File: config.mk
export PLATFORM = sky130hd
export DESIGN_NAME = cdr_phase_ctrl_flat
export DESIGN_NICKNAME = d
export VERILOG_FILES = /design/src/rtl/cdr_pkg.sv /design/src/rtl/cdr_phase_ctrl_if.sv /design/src/rtl/cdr_vote_window.sv /design/src/rtl/cdr_phase_ctrl.sv /design/src/flat_wrapper.sv
export SDC_FILE = /design/constraint.sdc
export NUM_CORES = 1
export LEC_CHECK = 0
export BUFFER_PORTS_ARGS = -buffer_cell sky130_fd_sc_hd__buf_2
export CAP_MARGIN = 20
export CORE_MARGIN = 1.5
export CORE_UTILIZATION = 60
export CTS_CLUSTER_DIAMETER = 60
export DETAILED_ROUTE_END_ITERATION = 10
export HOLD_SLACK_MARGIN = 0.05
export PLACE_DENSITY = 0.79
export SYNTH_ARGS = -nofsm -noshare
export SYNTH_HDL_FRONTEND = slang
export SYNTH_SLANG_ARGS = --single-unit
File: constraint.sdc
create_clock -name clk -period 5 [get_ports clk]
set_input_delay 0.5 -clock clk [delete_from_list [all_inputs] [get_ports clk]]
set_output_delay 0.5 -clock clk [all_outputs]
set_load 0.01 [all_outputs]
File: src/rtl/cdr_pkg.sv
// Shared types for the CDR phase controller: phase-detector decision
// encodings, the controller state type and the signed window vote.
package cdr_pkg;

  // Phase-detector decision. 2'b11 has no meaning of its own and is treated as "none".
  typedef logic [1:0] dec_t;
  localparam dec_t DEC_NONE  = 2'b00;
  localparam dec_t DEC_LATE  = 2'b01;
  localparam dec_t DEC_EARLY = 2'b10;

  // Controller state
  typedef logic [1:0] state_t;
  localparam state_t ST_IDLE    = 2'd0;
  localparam state_t ST_ACQUIRE = 2'd1;
  localparam state_t ST_TRACK   = 2'd2;

  // Window vote, one of -1 / 0 / +1
  typedef logic signed [1:0] vote_t;
  localparam vote_t VOTE_ZERO = 2'sb00;
  localparam vote_t VOTE_POS  = 2'sb01;
  localparam vote_t VOTE_NEG  = 2'sb11;

endpackage

File: src/rtl/cdr_phase_ctrl_if.sv
// Decision / phase-code bus between the phase detector side and the CDR
// phase controller.
//   en, dec_valid, decision : loop enable and qualified early/late decisions
//   pi_code, pi_code_valid  : registered interpolator code and its update pulse
//   locked                  : high while the loop is in TRACK
interface cdr_phase_ctrl_if #(
  parameter int unsigned CODE_W = 7
);
  import cdr_pkg::*;

  logic              en;
  logic              dec_valid;
  dec_t              decision;
  logic [CODE_W-1:0] pi_code;
  logic              pi_code_valid;
  logic              locked;

  modport master (
    output en, dec_valid, decision,
    input  pi_code, pi_code_valid, locked
  );

  modport slave (
    input  en, dec_valid, decision,
    output pi_code, pi_code_valid, locked
  );
endinterface

File: src/rtl/cdr_vote_window.sv
// Collects VOTE_LEN qualified decisions into a signed vote accumulator and
// reports the window result.
//   clk, rst     : clock, asynchronous active-high reset
//   i_en         : loop enable; low clears the partial window
//   i_dec_valid  : decision qualifier
//   i_decision   : early / late / none
//   o_close      : one-cycle pulse the cycle after the window closed
//   o_vote       : sign of the final accumulator (valid with o_close)
//   o_full       : |final accumulator| == VOTE_LEN (valid with o_close)
module cdr_vote_window
  import cdr_pkg::*;
#(
  parameter int unsigned VOTE_LEN = 8
) (
  input  logic  clk,
  input  logic  rst,
  input  logic  i_en,
  input  logic  i_dec_valid,
  input  dec_t  i_decision,
  output logic  o_close,
  output vote_t o_vote,
  output logic  o_full
);

  localparam int unsigned CNT_W = (VOTE_LEN > 1) ? $clog2(VOTE_LEN) : 1;
  localparam int unsigned ACC_W = CNT_W + 2;
  localparam logic [ACC_W-1:0] ACC_POS_FULL = ACC_W'(VOTE_LEN);
  localparam logic [ACC_W-1:0] ACC_NEG_FULL = ACC_W'(0) - ACC_W'(VOTE_LEN);

  logic [CNT_W-1:0] r_cnt;
  logic [ACC_W-1:0] r_acc;
  logic             r_close;
  vote_t            r_vote;
  logic             r_full;

  logic             w_count;
  logic             w_last;
  logic [ACC_W-1:0] w_delta;
  logic [ACC_W-1:0] w_acc_nxt;
  vote_t            w_vote_nxt;

  // Accumulator step and window-close detection
  always_comb begin
    w_count = i_en & i_dec_valid;
    w_last  = w_count && (r_cnt == CNT_W'(VOTE_LEN - 1));
    w_delta = '0;
    if (w_count) begin
      case (i_decision)
        DEC_EARLY: w_delta = ACC_W'(1);
        DEC_LATE:  w_delta = '1;
        default:   w_delta = '0;
      endcase
    end
    w_acc_nxt  = r_acc + w_delta;
    w_vote_nxt = VOTE_ZERO;
    if (w_acc_nxt[ACC_W-1]) begin
      w_vote_nxt = VOTE_NEG;
    end else if (w_acc_nxt != '0) begin
      w_vote_nxt = VOTE_POS;
    end
  end

  // Window state; the result is latched on the edge that counts the last decision
  always_ff @(posedge clk or posedge rst) begin
    if (rst) begin
      r_cnt   <= '0;
      r_acc   <= '0;
      r_close <= 1'b0;
      r_vote  <= VOTE_ZERO;
      r_full  <= 1'b0;
    end else if (!i_en) begin
      r_cnt   <= '0;
      r_acc   <= '0;
      r_close <= 1'b0;
    end else begin
      r_close <= w_last;
      if (w_last) begin
        r_cnt  <= '0;
        r_acc  <= '0;
        r_vote <= w_vote_nxt;
        r_full <= (w_acc_nxt == ACC_POS_FULL) || (w_acc_nxt == ACC_NEG_FULL);
      end else if (w_count) begin
        r_cnt <= r_cnt + CNT_W'(1);
        r_acc <= w_acc_nxt;
      end
    end
  end

  assign o_close = r_close;
  assign o_vote  = r_vote;
  assign o_full  = r_full;

endmodule

File: src/rtl/cdr_phase_ctrl.sv
// CDR phase controller: turns windowed early/late votes into a phase
// interpolator code, with a coarse ACQUIRE loop, a fine TRACK loop and a
// saturating frequency integrator that is active only while tracking.
//   clk, rst : clock, asynchronous active-high reset
//   bus      : en / dec_valid / decision in; pi_code / pi_code_valid / locked out
module cdr_phase_ctrl
  import cdr_pkg::*;
#(
  parameter int unsigned VOTE_LEN = 8,
  parameter int unsigned CODE_W   = 7,
  parameter int unsigned ACQ_STEP = 4,
  parameter int unsigned LOCK_WIN = 4,
  parameter int unsigned FREQ_W   = 8,
  parameter int unsigned KI_SHIFT = 4
) (
  input logic             clk,
  input logic             rst,
  cdr_phase_ctrl_if.slave bus
);

  localparam int unsigned BAL_W = $clog2(LOCK_WIN + 1);
  localparam logic [FREQ_W-1:0] FREQ_MAX = {1'b0, {(FREQ_W-1){1'b1}}};
  localparam logic [FREQ_W-1:0] FREQ_MIN = {1'b1, {(FREQ_W-1){1'b0}}};

  state_t                   r_state;
  logic [BAL_W-1:0]         r_bal_cnt;
  logic                     r_ovl_cnt;
  vote_t                    r_prev_vote;
  logic [CODE_W-1:0]        r_pi_code;
  logic                     r_pi_code_valid;
  logic                     r_locked;
  logic signed [FREQ_W-1:0] r_freq_acc;

  logic                     w_close;
  vote_t                    w_vote;
  logic                     w_full;
  logic                     w_upd;
  logic                     w_balanced;
  state_t                   w_state_nxt;
  logic [BAL_W-1:0]         w_bal_nxt;
  logic                     w_ovl_nxt;
  logic [CODE_W-1:0]        w_step;
  logic [CODE_W-1:0]        w_step_term;
  logic [CODE_W-1:0]        w_freq_term;
  logic [CODE_W-1:0]        w_code_nxt;
  logic [FREQ_W:0]          w_freq_sum;
  logic [FREQ_W-1:0]        w_freq_nxt;

  cdr_vote_window #(
    .VOTE_LEN (VOTE_LEN)
  ) u_vote (
    .clk         (clk),
    .rst         (rst),
    .i_en        (bus.en),
    .i_dec_valid (bus.dec_valid),
    .i_decision  (bus.decision),
    .o_close     (w_close),
    .o_vote      (w_vote),
    .o_full      (w_full)
  );

  // Next state, balance/overload counters, next code and integrator value
  always_comb begin
    w_state_nxt = r_state;
    w_bal_nxt   = r_bal_cnt;
    w_ovl_nxt   = r_ovl_cnt;

    // en low suppresses an update pending from a window that just closed
    w_upd      = w_close & bus.en;
    w_balanced = (w_vote == VOTE_ZERO) ||
                 ((r_prev_vote != VOTE_ZERO) && (w_vote != r_prev_vote));

    // All terms are taken modulo 2^CODE_W so the code wraps in both directions
    w_step = (r_state == ST_TRACK) ? CODE_W'(1) : CODE_W'(ACQ_STEP);
    case (w_vote)
      VOTE_POS: w_step_term = w_step;
      VOTE_NEG: w_step_term = CODE_W'(0) - w_step;
      default:  w_step_term = '0;
    endcase
    w_freq_term = CODE_W'(r_freq_acc >>> KI_SHIFT);
    w_code_nxt  = r_pi_code + w_step_term + w_freq_term;

    // Saturating integrator: overflow shows as differing top two bits
    w_freq_sum = {r_freq_acc[FREQ_W-1], r_freq_acc} + {{(FREQ_W-1){w_vote[1]}}, w_vote};
    if (w_freq_sum[FREQ_W] != w_freq_sum[FREQ_W-1]) begin
      w_freq_nxt = w_freq_sum[FREQ_W] ? FREQ_MIN : FREQ_MAX;
    end else begin
      w_freq_nxt = w_freq_sum[FREQ_W-1:0];
    end

    if (!bus.en) begin
      w_state_nxt = ST_IDLE;
      w_bal_nxt   = '0;
      w_ovl_nxt   = 1'b0;
    end else begin
      case (r_state)
        ST_IDLE: begin
          w_state_nxt = ST_ACQUIRE;
        end
        ST_ACQUIRE: begin
          w_ovl_nxt = 1'b0;
          if (w_upd) begin
            if (!w_balanced) begin
              w_bal_nxt = '0;
            end else if (r_bal_cnt == BAL_W'(LOCK_WIN - 1)) begin
              w_state_nxt = ST_TRACK;
              w_bal_nxt   = '0;
            end else begin
              w_bal_nxt = r_bal_cnt + BAL_W'(1);
            end
          end
        end
        ST_TRACK: begin
          // Two back-to-back saturated windows mean the loop has slipped
          if (w_upd) begin
            if (!w_full) begin
              w_ovl_nxt = 1'b0;
            end else if (r_ovl_cnt) begin
              w_state_nxt = ST_ACQUIRE;
              w_ovl_nxt   = 1'b0;
              w_bal_nxt   = '0;
            end else begin
              w_ovl_nxt = 1'b1;
            end
          end
        end
        default: begin
          w_state_nxt = ST_IDLE;
        end
      endcase
    end
  end

  // State and output registers
  always_ff @(posedge clk or posedge rst) begin
    if (rst) begin
      r_state         <= ST_IDLE;
      r_bal_cnt       <= '0;
      r_ovl_cnt       <= 1'b0;
      r_prev_vote     <= VOTE_ZERO;
      r_pi_code       <= '0;
      r_pi_code_valid <= 1'b0;
      r_locked        <= 1'b0;
      r_freq_acc      <= '0;
    end else begin
      r_state         <= w_state_nxt;
      r_locked        <= (w_state_nxt == ST_TRACK);
      r_bal_cnt       <= w_bal_nxt;
      r_ovl_cnt       <= w_ovl_nxt;
      r_pi_code_valid <= w_upd;
      if (w_upd) begin
        r_pi_code <= w_code_nxt;
        if (w_vote != VOTE_ZERO) begin
          r_prev_vote <= w_vote;
        end
        if (r_state == ST_TRACK) begin
          r_freq_acc <= w_freq_nxt;
        end
      end
    end
  end

  assign bus.pi_code       = r_pi_code;
  assign bus.pi_code_valid = r_pi_code_valid;
  assign bus.locked        = r_locked;

endmodule

File: src/flat_wrapper.sv
// flat-port wrapper written by rule: the top's interface ports become plain ports
module cdr_phase_ctrl_flat import cdr_pkg::*;
#(
  parameter int unsigned VOTE_LEN = 8,
  parameter int unsigned CODE_W   = 7,
  parameter int unsigned ACQ_STEP = 4,
  parameter int unsigned LOCK_WIN = 4,
  parameter int unsigned FREQ_W   = 8,
  parameter int unsigned KI_SHIFT = 4
)
  (clk, rst, bus_en, bus_dec_valid, bus_decision, bus_pi_code, bus_pi_code_valid, bus_locked);
  cdr_phase_ctrl_if #(.CODE_W(CODE_W)) bus_i ();
  input logic clk;
  input logic rst;
  input wire logic [$bits(bus_i.en)-1:0] bus_en;
  input wire logic [$bits(bus_i.dec_valid)-1:0] bus_dec_valid;
  input wire logic [$bits(bus_i.decision)-1:0] bus_decision;
  output wire logic [$bits(bus_i.pi_code)-1:0] bus_pi_code;
  output wire logic [$bits(bus_i.pi_code_valid)-1:0] bus_pi_code_valid;
  output wire logic [$bits(bus_i.locked)-1:0] bus_locked;
  assign bus_i.en = bus_en;
  assign bus_i.dec_valid = bus_dec_valid;
  assign bus_i.decision = bus_decision;
  assign bus_pi_code = bus_i.pi_code;
  assign bus_pi_code_valid = bus_i.pi_code_valid;
  assign bus_locked = bus_i.locked;
  cdr_phase_ctrl #(.VOTE_LEN(VOTE_LEN), .CODE_W(CODE_W), .ACQ_STEP(ACQ_STEP), .LOCK_WIN(LOCK_WIN), .FREQ_W(FREQ_W), .KI_SHIFT(KI_SHIFT)) u_core (.clk(clk), .rst(rst), .bus(bus_i));
endmodule
* Yosys cells after proc, flatten, opt, wreduce, memory -nomap -nowiden *
Index checks and enable logic that the tools add are counted.

storage, ports and cells
  output and inout bits = 9
  logic and storage cells = 91
  latch bits = 0
  RAM bits = 0
  bits of input ports = 6
  memories kept = 0
  memory bits (read-only) = 0
  flip-flop bits (word level) = 37

operators by class
  shift-type cells = 0
  add/subtract/negate cells = 7
  magnitude comparators = 0
  reductions and logical operators = 14
  divide/modulo/power cells = 0
  multiply operators = 0
  bitwise operators = 2
  multiplexer cells = 36
  equality and inequality tests = 19

operator list
  kind                 count
  $mux 3               11
  $mux 5               4
  $mux 2               8
  $mux 8               2
  $add 7x7->7          2
  $pmux 7 s2           1
  $pmux 5 s2           1
  $add 8x2->9          1
  $ne 3x2->1 const B   3
  $eq 2x2->1 const B   4
  $reduce_and 2->1     4
  $sub 1x7->7 const A  1
  $add 3x1->3 const B  2
  $eq 2x1->1 const B   3
  $mux 1               6
  $ne 3x1->1 const B   2
  $pmux 2 s3           1
  $pmux 3 s2           1
  $add 5x5->5          1
  $eq 5x4->1 const B   1
  $eq 5x5->1 const B   1
  $reduce_and 5->1     1
  $reduce_bool 5->1    1
  $logic_not 2->1      2
  10 further kinds     14

* Logic depth before layout (Yosys ltp) *
Gate-level depths: netlist of run 1.

  depth in word-level cells = 8
  depth in mapped cells = 11
  mapped depth without buffers = 11

* Cells and area by module *
From an unflattened synthesis of run 1, not the netlist that was laid out.

second synthesis, totals
  cell total of the unflattened synthesis = 281
  area total of the unflattened synthesis = 2690.1 um^2

by module, submodules not included
  module           cells an instance  area each (um^2)  sequential area each (um^2)  instances
  cdr_phase_ctrl   202                1880.6            625.6                        1
  cdr_vote_window  79                 809.5             300.3                        1

* Worst setup path before layout of run 1 *
OpenSTA, ideal clock, no wires.

  path kind = reg2reg
  start = register u_core.u_vote.r_vote[1], in the netlist u_core.u_vote.o_vote[1]
  end = register u_core.r_pi_code[5], in the netlist u_core.bus.pi_code[5]
  data required time = 4.917 ns
  library setup time = 0.083 ns
  cell stages (with the launch flop) = 12
  path slack = 2.420 ns
  data arrival time = 2.498 ns
  clock period less this slack = 2.580 ns
  buffers on the path = 0
  cell sequence = dfrtp_1 -> and2_1 -> and2_1 -> fa_1 -> ha_1 -> inv_1 -> fa_1 -> inv_1 -> a21o_1 -> a21oi_1 -> xor2_1 -> o21ai_0

between the ends
  word-level cells in the longest chain between the ends = 4
  elaborated cells between the ends (all ways) = 5
  those cells by class = add/sub: 2; eq/ne: 2; mux: 1

ends and longest elaborated chain
  what                                      RTL line               source
  start, declared                           cdr_vote_window.sv:33  vote_t r_vote;
  start signal, assigned                    cdr_vote_window.sv:80  r_vote <= w_vote_nxt;
  $eq 2x2->1 or $eq 2x1->1 (tied branches)  cdr_phase_ctrl.sv:75   case (w_vote)
  $pmux 7 s2 *                              cdr_phase_ctrl.sv:75
  $add 7x7->7 * (2 in a row)                cdr_phase_ctrl.sv:81   w_code_nxt = r_pi_code + w_step_term + w_freq_term;
  end signal, assigned                      cdr_phase_ctrl.sv:152  r_pi_code <= w_code_nxt;
  end, declared                             cdr_phase_ctrl.sv:29   logic [CODE_W-1:0] r_pi_code;

Every way passes the cells marked *; elsewhere a longest branch is shown, timed or not.
A chain may end at the register's enable or synchronous reset.

* Worst setup path after layout of run 1 *
Ends and elaborated chain as after synthesis.

==> summary.txt, run 1 <==
fin crit share: 57.66%
Die Width: 69.08 um
Detailed Route WL: 4801 um
Worst Skew: 0.005406 ns
synthesized cell area: 0.002620 mm2
yosys warns: 0
Routed Antenna Nets: 0
H-tree depth: 2
antenna violations before repair: 0
Hold WC Path Type: in2async
data required time at the worst endpoint: 5.17 ns
Worst-Skew Late Latency: 0.29 ns
Hold Buf Count CTS: 0
Synth Net Count: 312
pins over their slew limit: 0
Final nets: 330
wire per inst: 13.96 um
drt first pass iters: 4
maximum clock insertion buffer count: 2
Boundary Pins: 15
total CTS buffers: 5
antenna diode count: 0
outcome: finished, final reports clean
vias in the first global route: 1,877
Syn Area/Cell: 9.527 um2
crit path max-delay cell type: dfrtp_1
worst path buffer plus inverter count: 2
Worst VDD drop: 0.2220 mV
Fmax: 346.9 MHz
Worst setup SP type: flop
Period minus WS final: 2.883 ns
Die Ht: 69.08 um
Area after DPL: 0.002738 mm2
# Max-Cap Violations: 0
main flop type after synthesis: dfrtp_1
Static Leak: 1.455 nW
Cells after DPL: 336
DRT iter0 DRCs: 118
final cell area excluding filler cells: 0.002829 mm2
RSZ-0062 raised after global routing: no
Crit Path Max Fanout: 15
non-filler cells in the finished layout: 344
Seq/Total Area, Yosys: 35.34%
DPL Wire Length: 3660 um
asr flop ratio synth: 100.0%
Remaining DRCs: 0
Synth top area share: 35.34%
PortBufs: 14
global-route wire length before repair: 8252 um
Reg clk slew, reported paths: 0.08 ns
setup ws final: 2.117 ns
share of layout cells above drive strength 1: 10.20%
Row Count: 23
Hold Fails Final Rpt: 0
DR vias/cell: 5.901
Die ar.: 0.004772 mm2
synth unique cells: 54
CP Class: reg2reg
CTS-repair resized insts: 0
Sink Count: 37
via count: 2,030
GR Util All Layers: 21.25%
core area: 0.004086 mm2
# setup viols final: 0
Synth area leader: dfrtp_1
Worst setup EP type: flop
worst-margin pin slew: 0.5683 ns
list of most frequent post-synthesis cells: 37 x dfrtp_1, 28 x nand2_1, 22 x ha_1, 20 x inv_1, 15 x a21oi_1
Setup Slack @ Placement: 2.144 ns
power per cell area: 197.2 mW/mm2
TritonCTS clock tree: done
Starting Density: 64.12%
Overflow after GRT: 0
CP arrival: 3.05 ns
Area Growth Syn to Fin: 7.975%
largest net degree at the start of global routing: 38
Slew headroom: 62.11%
CP cell instances: and2_1, and2_1, fa_1, ha_1, inv_1, fa_1, inv_1, a21o_1, a21oi_1, xor2_1, o21ai_0
Cells after Synth: 275
setup bufs post-CTS: 0
Seq cells post-synth: 37
Post-synth EDFFs: 0
setup_tns: 0 ns
Top delay family on crit path: adder cells
most common cell in the netlist: dfrtp_1
Root Driver: clkbuf_8
Placer Congestion: 0.8564
top cells by area, synth: dfrtp_1 35%, ha_1 11%, fa_1 6.9%, nand2_1 4.0%, a21oi_1 2.9%
slowest stage delay, CP: 0.67 ns
## final timing paths
| check | from | end | slack [ns] | depth (start not counted) |
|---|---|---|---|---|
| worst max-delay path | u_core.u_vote.o_vote[1]$_DFFE_PP0P_ | u_core.bus.pi_code[5]$_DFFE_PP0P_ | 2.12 | 11 |
| worst min-delay path | rst | u_core.u_vote.r_acc[1]$_DFFE_PP0P_ | 0.29 | 3 |
| worst max register to register | u_core.u_vote.o_vote[1]$_DFFE_PP0P_ | u_core.bus.pi_code[5]$_DFFE_PP0P_ | 2.12 | 11 |
| worst min register to register | u_core.bus.pi_code[6]$_DFFE_PP0P_ | u_core.bus.pi_code[6]$_DFFE_PP0P_ | 0.47 | 1 |
| max in group asynchronous | rst | u_core.r_freq_acc[2]$_DFFE_PP0P_ | 4.38 | 3 |
| min in group clk | u_core.bus.pi_code[6]$_DFFE_PP0P_ | u_core.bus.pi_code[6]$_DFFE_PP0P_ | 0.47 | 1 |
## state kept, by name, summed over array words and instances, names as in the netlist
| register | flops |
|---|---|
| u_core.bus.pi_code | 7 |
| u_core.r_bal_cnt | 3 |
| u_core.r_ovl_cnt | 1 |
| u_core.u_vote.o_full | 1 |
| u_core.r_prev_vote | 2 |
| u_core.bus.locked | 1 |
| u_core.u_vote.r_acc | 5 |
| u_core.u_vote.o_vote | 2 |
| u_core.r_state | 2 |
| u_core.r_freq_acc | 8 |
| u_core.u_vote.o_close | 1 |
| u_core.u_vote.r_cnt | 3 |
| u_core.bus.pi_code_valid | 1 |
## area by class of cell
type | count | area (um2)
multi-input combinational | 213 | 1588
sequential | 37 | 925.9
tap | 50 | 62.56
inverter | 21 | 83.83
fill | 348 | 1257
clock buffer | 5 | 68.82
timing repair buffer | 15 | 77.57
clock inverter | 3 | 22.52
## worst min-delay path, stage by stage
cell   delay [ns]
buf_2        0.09
inv_1        0.04
buf_4        0.39
## where the power goes
| part | internal (W) | switching (W) |
|---|---|---|
| logic | 0.0000149 | 0.0000227 |
| registers | 0.000305 | 0.00000411 |
| clock network | 0.0000988 | 0.000113 |
| total | 0.000418 | 0.000139 |
## layer usage
metal  share of wire (%)  vias up  wire length [um]  GRT usage (%)
met5                   0        -                 0              0
met4                 1.3        0                64          7.625
met3                 3.2        6               155          3.947
met2                  47       33              2264          35.26
met1                  48      972              2316          27.80
li1                    -     1019                 -              -
## kinds of logic (layout without fill, tap and decap cells)
family	after synthesis	after routing	share of synthesized area (%)
adder cells (fa/ha/maj)	31	31	17.38
AND/OR/NAND/NOR	93	93	19.44
multiplexers	1	1	0.3821
XOR/XNOR	11	11	3.677
flip-flops	37	37	35.34
buffers and inverters	25	44	4.059
AO/OA/AOI/OAI	77	77	19.72
## through the flow
| step | utilization [%] | total power, W | hold slack, ns |
|---|---|---|---|
| floorplan | - | 0.0003412 | 0.4538 |
| detailed placement | 66.99 | 0.0003530 | 0.4620 |
| global placement | 66.99 | 0.0003510 | 0.4588 |
| global route | 69.23 | 0.0005883 | 0.3198 |
| CTS | 69.23 | 0.0005633 | 0.3090 |
| finish | 69.23 | 0.0005578 | 0.2932 |
## layout by cell type (no fill, tap or decap), drive strengths merged, types with 2 or more instances in the layout
cell type and n:
dfrtp 37, nand2 30, ha 22, inv 20, o21ai 20, a21oi 15
buf 15, and2 10, nor2 10, fa 9, nand3 8, nand2b 6
a21o 6, xnor2 6, a22oi 6, xor2 5, nor2b 5, o22ai 5
clkbuf 5, nor3b 4, o21a 4, nor4 4, clkinv 4, a211oi 3
and3 3, a21boi 3, and2b 3, o211ai 3, nand3b 2, or3 2
a31oi 2, a311oi 2
Note: power is estimated with default switching activity, not from simulation.
==> run 2: changes to the inputs <==
- clock period: 5 -> 3 ns (I/O delays scaled with it)
==> summary.txt, run 2 (same netlist as run 1, synthesis figures left out) <==
fin crit share: 85.21% (was 57.66%)
Top delay family on crit path: adder cells (unchanged)
Area Growth Syn to Fin: 8.548% (was 7.975%)
setup_tns: 0 ns (unchanged)
max FFs per register: 8 (unchanged)
DR vias/cell: 5.870 (was 5.901)
power per cell area: 326.0 mW/mm2 (was 197.2 mW/mm2)
Cells after DPL: 338 (was 336)
crit path max-delay cell type: fa_1 (was dfrtp_1)
Pwr Total: 0.0009271 W (was 0.0005578 W)
DPL Wire Length: 3799 um (was 3660 um)
drt first pass iters: 4 (unchanged)
switch share: 24.80% (was 25.00%)
RSZ-0062 raised after global routing: no (unchanged)
Static Leak: 1.466 nW (was 1.455 nW)
wire per inst: 14.62 um (was 13.96 um)
Filler Cell Count: 326 (was 348)
Row Count: 23 (unchanged)
# Max-Cap Violations: 0 (unchanged)
multi-input logic area: 0.001588 mm2 (unchanged)
Die Width: 69.08 um (unchanged)
Seq pwr share: 55.4% (was 55.3%)
Register-to-Register Path Depth: 11 (unchanged)
Routed Antenna Nets: 0 (unchanged)
CP arrival: 2.77 ns (was 3.05 ns)
Worst VDD drop: 0.3676 mV (was 0.2220 mV)
Crit Path Max Fanout: 8 (was 15)
Final nets: 332 (was 330)
maximum clock insertion buffer count: 2 (unchanged)
Worst setup EP type: flop (unchanged)
non-filler cells in the finished layout: 346 (was 344)
Worst-Skew Late Latency: 0.29 ns (about the same)
Die Ht: 69.08 um (unchanged)
H-tree depth: 2 (unchanged)
Overflow after GRT: 0 (unchanged)
Hold Buf Count CTS: 0 (unchanged)
Hold Worst Slack: 0.1082 ns (was 0.2932 ns)
Detailed Route WL: 5058 um (was 4801 um)
DRT iter0 DRCs: 121 (was 118)
global-route wire length before repair: 9114 um (was 8252 um)
CTS-repair resized insts: 0 (unchanged)
CP cell instances: and2b_1, and2_1, fa_1, ha_1, inv_1, fa_1, inv_1, a21o_1, a21oi_1, xor2_1, o21ai_0 (was and2_1, and2_1, fa_1, ha_1, inv_1, fa_1, inv_1, a21o_1, a21oi_1, xor2_1, o21ai_0)
Fmax: 391.2 MHz (was 346.9 MHz)
outcome: finished, final reports clean (unchanged)
most frequent cells in the layout: 37 x dfrtp_1, 28 x nand2_1, 22 x ha_1 (unchanged)
Reg clk slew, reported paths: 0.08 ns (about the same)
Comb power frac: 6.8% (about the same)
Die ar.: 0.004772 mm2 (unchanged)
vias in the first global route: 2,012 (was 1,877)
cell-internal power: 0.0006972 W (was 0.0004183 W)
data required time at the worst endpoint: 3.21 ns (was 5.17 ns)
critical path depth in cells: 11 (unchanged)
antenna diode count: 0 (unchanged)
Psw: 0.0002299 W (was 0.0001395 W)
Setup Slack @ Placement: 0.4638 ns (was 2.144 ns)
setup bufs post-CTS: 0 (unchanged)
Sink Count: 37 (unchanged)
# setup viols final: 0 (unchanged)
largest net degree at the start of global routing: 38 (unchanged)
Period minus WS final: 2.556 ns (was 2.883 ns)
Slew headroom: 60.13% (was 62.11%)
Worst Skew: 0.008783 ns (was 0.005406 ns)
Root Driver: clkbuf_8 (unchanged)
Remaining DRCs: 0 (unchanged)
Hold WC Path Type: in2async (unchanged)
largest reg by FF count: u_core.r_freq_acc (unchanged)
slowest stage delay, CP: 0.48 ns (was 0.67 ns)
antenna violations before repair: 0 (unchanged)
pins over their slew limit: 0 (unchanged)
Worst setup SP type: flop (unchanged)
CP Class: reg2reg (unchanged)
share of layout cells above drive strength 1: 10.81% (was 10.20%)
Placer Congestion: 0.8324 (was 0.8564)
via count: 2,031 (was 2,030)
Reg area: 925.9 um2 (unchanged)
commonest non-fill, non-tap cell in the layout: dfrtp_1 (unchanged)
Clock power frac: 37.8% (was 37.9%)
TritonCTS clock tree: done (unchanged)
worst-margin pin slew: 0.5981 ns (was 0.5683 ns)
core area: 0.004086 mm2 (unchanged)
PortBufs: 14 (unchanged)
Hold Fails Final Rpt: 0 (unchanged)
Starting Density: 64.12% (unchanged)
Boundary Pins: 15 (unchanged)
setup ws final: 0.4436 ns (was 2.117 ns)
GR Util All Layers: 23.34% (was 21.25%)
worst path buffer plus inverter count: 2 (unchanged)
total CTS buffers: 5 (unchanged)
## run 2: cell types whose count changed in the layout (fill, tap and decap cells not counted), sizes merged
cell	change
buf	+2
## run 2: area by class of cell
cell class	instances	area share (%)
timing repair buffer	17	3.256
inverter	21	2.948
tap	50	2.200
sequential	37	32.56
multi-input combinational	213	55.83
clock buffer	5	2.420
clock inverter	3	0.7919
## run 2: metrics by stage
stage	cell area [um2]	utilization, %
6_report	2844	69.60
5_1_grt	2844	69.60
4_1_cts	2844	69.60
3_5_place_dp	2753	67.36
3_3_place_gp	2753	67.36
2_1_floorplan	2620	-
## run 2: path summary, 6_finish.rpt
path	from	to	slack, ns
min in group clk	bus_en	u_core.r_state[0]$_DFF_PP0_	0.38
setup / recovery	u_core.r_state[1]$_DFF_PP0_	u_core.bus.pi_code[5]$_DFFE_PP0P_	0.44
hold reg to reg	u_core.bus.pi_code[6]$_DFFE_PP0P_	u_core.bus.pi_code[6]$_DFFE_PP0P_	0.48
hold / removal	rst	u_core.u_vote.r_acc[1]$_DFFE_PP0P_	0.11
max in group asynchronous	rst	u_core.bus.pi_code[2]$_DFFE_PP0P_	2.57
setup reg to reg	u_core.r_state[1]$_DFF_PP0_	u_core.bus.pi_code[5]$_DFFE_PP0P_	0.44
## run 2: worst reg2reg max path: stages, from the launching register on
cell and delay (ns):
dfrtp_1 0.46, and2b_1 0.25, and2_1 0.17, fa_1 0.48
ha_1 0.16, inv_1 0.05, fa_1 0.39, inv_1 0.07
a21o_1 0.11, a21oi_1 0.07, xor2_1 0.14, o21ai_0 0.13
## run 2: layer usage
layer,GRT usage [%],vias to the layer above,wire (um)
li1,-,1024,-
met1,29.96,951,2347
met2,38.78,43,2425
met3,4.240,13,173
met4,9.804,0,112
met5,0,-,0
## run 2: power by group through the flow
stage                     clock network, W  logic (W)  registers (W)
final                             0.000350  0.0000632       0.000514
after global routing              0.000379  0.0000737       0.000515
after CTS                         0.000362  0.0000643       0.000514
after detailed placement                 0  0.0000641       0.000524
after global placement                   0  0.0000620       0.000523
after floorplan                          0  0.0000459       0.000523
==> run 3: changes to the inputs <==
- CORE_UTILIZATION: 60 -> 36
- PLACE_DENSITY: 0.79 -> 0.52
==> summary.txt, run 3 (same netlist as run 1, synthesis figures left out) <==
outcome: finished, final reports clean (unchanged)
Final nets: 332 (unchanged)
Crit Path Max Fanout: 9 (was 8)
Slew headroom: 60.89% (was 60.13%)
CP cell instances: and2_1, and2_1, fa_1, ha_1, inv_1, fa_1, inv_1, a21o_1, a21oi_1, xor2_1, o21ai_0 (was and2b_1, and2_1, fa_1, ha_1, inv_1, fa_1, inv_1, a21o_1, a21oi_1, xor2_1, o21ai_0)
fin crit share: 87.51% (was 85.21%)
antenna diode count: 0 (unchanged)
global-route wire length before repair: 9252 um (was 9114 um)
max FFs per register: 8 (unchanged)
power per cell area: 350.6 mW/mm2 (was 326.0 mW/mm2)
pins over their slew limit: 0 (unchanged)
Filler Cell Count: 710 (was 326)
maximum clock insertion buffer count: 2 (unchanged)
Area Growth Syn to Fin: 11.70% (was 8.548%)
share of layout cells above drive strength 1: 10.47% (was 10.81%)
CP arrival: 2.78 ns (was 2.77 ns)
Worst setup EP type: flop (unchanged)
largest net degree at the start of global routing: 38 (unchanged)
DPL Wire Length: 3806 um (was 3799 um)
crit path max-delay cell type: dfrtp_1 (was fa_1)
Hold Fails Final Rpt: 0 (unchanged)
CTS-repair resized insts: 0 (unchanged)
# setup viols final: 0 (unchanged)
Root Driver: clkbuf_8 (unchanged)
# Max-Cap Violations: 0 (unchanged)
Row Count: 30 (was 23)
Hold WC Path Type: in2async (unchanged)
DRT iter0 DRCs: 93 (was 121)
Remaining DRCs: 0 (unchanged)
TritonCTS clock tree: done (unchanged)
Setup Slack @ Placement: 0.3981 ns (was 0.4638 ns)
vias in the first global route: 1,966 (was 2,012)
wire per inst: 13.10 um (was 14.62 um)
Overflow after GRT: 0 (unchanged)
most frequent cells in the layout: 37 x dfrtp_1, 28 x nand2_1, 22 x ha_1 (unchanged)
CP Class: reg2reg (unchanged)
worst path buffer plus inverter count: 2 (unchanged)
Period minus WS final: 2.625 ns (was 2.556 ns)
core area: 0.006907 mm2 (was 0.004086 mm2)
Static Leak: 1.476 nW (was 1.466 nW)
Routed Antenna Nets: 0 (unchanged)
Worst Skew: 0.009751 ns (was 0.008783 ns)
setup_tns: 0 ns (unchanged)
data required time at the worst endpoint: 3.16 ns (was 3.21 ns)
Fmax: 380.9 MHz (was 391.2 MHz)
Worst R2R End: u_core.bus.pi_code[5]$_DFFE_PP0P_ (unchanged)
Hold Buf Count CTS: 0 (unchanged)
worst-margin pin slew: 0.5805 ns (was 0.5981 ns)
PortBufs: 14 (unchanged)
slowest stage delay, CP: 0.51 ns (was 0.48 ns)
r2r startpoint: u_core.u_vote.o_vote[0]$_DFFE_PP0P_ (was u_core.r_state[1]$_DFF_PP0_)
Die ar.: 0.007799 mm2 (was 0.004772 mm2)
largest reg by FF count: u_core.r_freq_acc (unchanged)
Placer Congestion: 0.7612 (was 0.8324)
setup ws final: 0.3746 ns (was 0.4436 ns)
Register-to-Register Path Depth: 11 (unchanged)
GR Util All Layers: 15.22% (was 23.34%)
Worst setup SP type: flop (unchanged)
setup bufs post-CTS: 0 (unchanged)
DR vias/cell: 5.031 (was 5.870)
commonest non-fill, non-tap cell in the layout: dfrtp_1 (unchanged)
Sink Count: 37 (unchanged)
Boundary Pins: 15 (unchanged)
drt first pass iters: 4 (unchanged)
Die Ht: 88.31 um (was 69.08 um)
Top delay family on crit path: adder cells (unchanged)
RSZ-0062 raised after global routing: no (unchanged)
Reg clk slew, reported paths: 0.08 ns (about the same)
Worst VDD drop: 0.2771 mV (was 0.3676 mV)
R2R Setup Slk: 0.37 ns (was 0.44 ns)
H-tree depth: 2 (unchanged)
total CTS buffers: 5 (unchanged)
Die Width: 88.31 um (was 69.08 um)
antenna violations before repair: 0 (unchanged)
Worst-Skew Late Latency: 0.28 ns (was 0.29 ns)
Detailed Route WL: 5135 um (was 5058 um)
Starting Density: 37.93% (was 64.12%)
via count: 1,972 (was 2,031)
-- run 3: worst register-to-register path, cell delays in order (launching register included) --
cell	delay (ns)
dfrtp_1	0.51
and2_1	0.31
and2_1	0.18
fa_1	0.41
ha_1	0.22
inv_1	0.07
fa_1	0.19
inv_1	0.05
a21o_1	0.16
a21oi_1	0.17
xor2_1	0.15
o21ai_0	0.08
-- run 3: how the worst max path moves through the flow --
stage	startpoint	end	slack [ns]	cells past startpoint
2_1_floorplan	u_core.u_vote.o_vote[1]$_DFFE_PP0P_	u_core.bus.pi_code[5]$_DFFE_PP0P_	0.42	11
3_3_place_gp	u_core.u_vote.o_vote[0]$_DFFE_PP0P_	u_core.bus.pi_code[5]$_DFFE_PP0P_	0.43	11
3_5_place_dp	u_core.u_vote.o_vote[0]$_DFFE_PP0P_	u_core.bus.pi_code[5]$_DFFE_PP0P_	0.40	11
4_1_cts	u_core.u_vote.o_vote[0]$_DFFE_PP0P_	u_core.bus.pi_code[5]$_DFFE_PP0P_	0.37	11
5_1_grt	u_core.u_vote.o_vote[0]$_DFFE_PP0P_	u_core.bus.pi_code[5]$_DFFE_PP0P_	0.12	11
6_report	u_core.u_vote.o_vote[0]$_DFFE_PP0P_	u_core.bus.pi_code[5]$_DFFE_PP0P_	0.37	11
-- run 3: report_power, final --
group          leakage, nW  internal (W)   total, W  switching (W)
combinational        0.907     0.0000252  0.0000634      0.0000382
sequential           0.511      0.000508   0.000514     0.00000645
clock               0.0585      0.000271   0.000448       0.000177
total                 1.48      0.000804    0.00103       0.000222
-- run 3: final cells by class --
| cell class | count | area, um2 | share of cell area [%] |
|---|---|---|---|
| clock buffers | 7 | 86.33 | 2.950 |
| clock inverters | 1 | 30.03 | 1.026 |
| inverters | 21 | 83.83 | 2.864 |
| multi-input cells | 213 | 1588 | 54.25 |
| flip-flops and latches | 37 | 925.9 | 31.64 |
| well taps | 96 | 120.1 | 4.104 |
| repair buffers | 17 | 92.59 | 3.164 |
-- run 3: metal layers --
metal  share of wire [%]  GRT usage, %  up-vias
met1                  52         20.83      936
met3                 2.5         3.078        2
met4                0.47         3.409        0
met5                   0             0        -
li1                    -             -     1016
met2                  45         24.98       18
-- run 3: through the flow --
stage          power [W]  area, um2  hold slack, ns  util (%)  cells
2_1_floorplan  0.0005687       2620          0.4377         -    275
4_1_cts         0.001049       2927          0.1354     42.37    392
5_1_grt         0.001081       2927          0.1742     42.37    392
3_3_place_gp   0.0005877       2810          0.4444     40.69    384
6_report        0.001026       2927          0.1154     42.37    392
3_5_place_dp   0.0005893       2810          0.4511     40.69    384
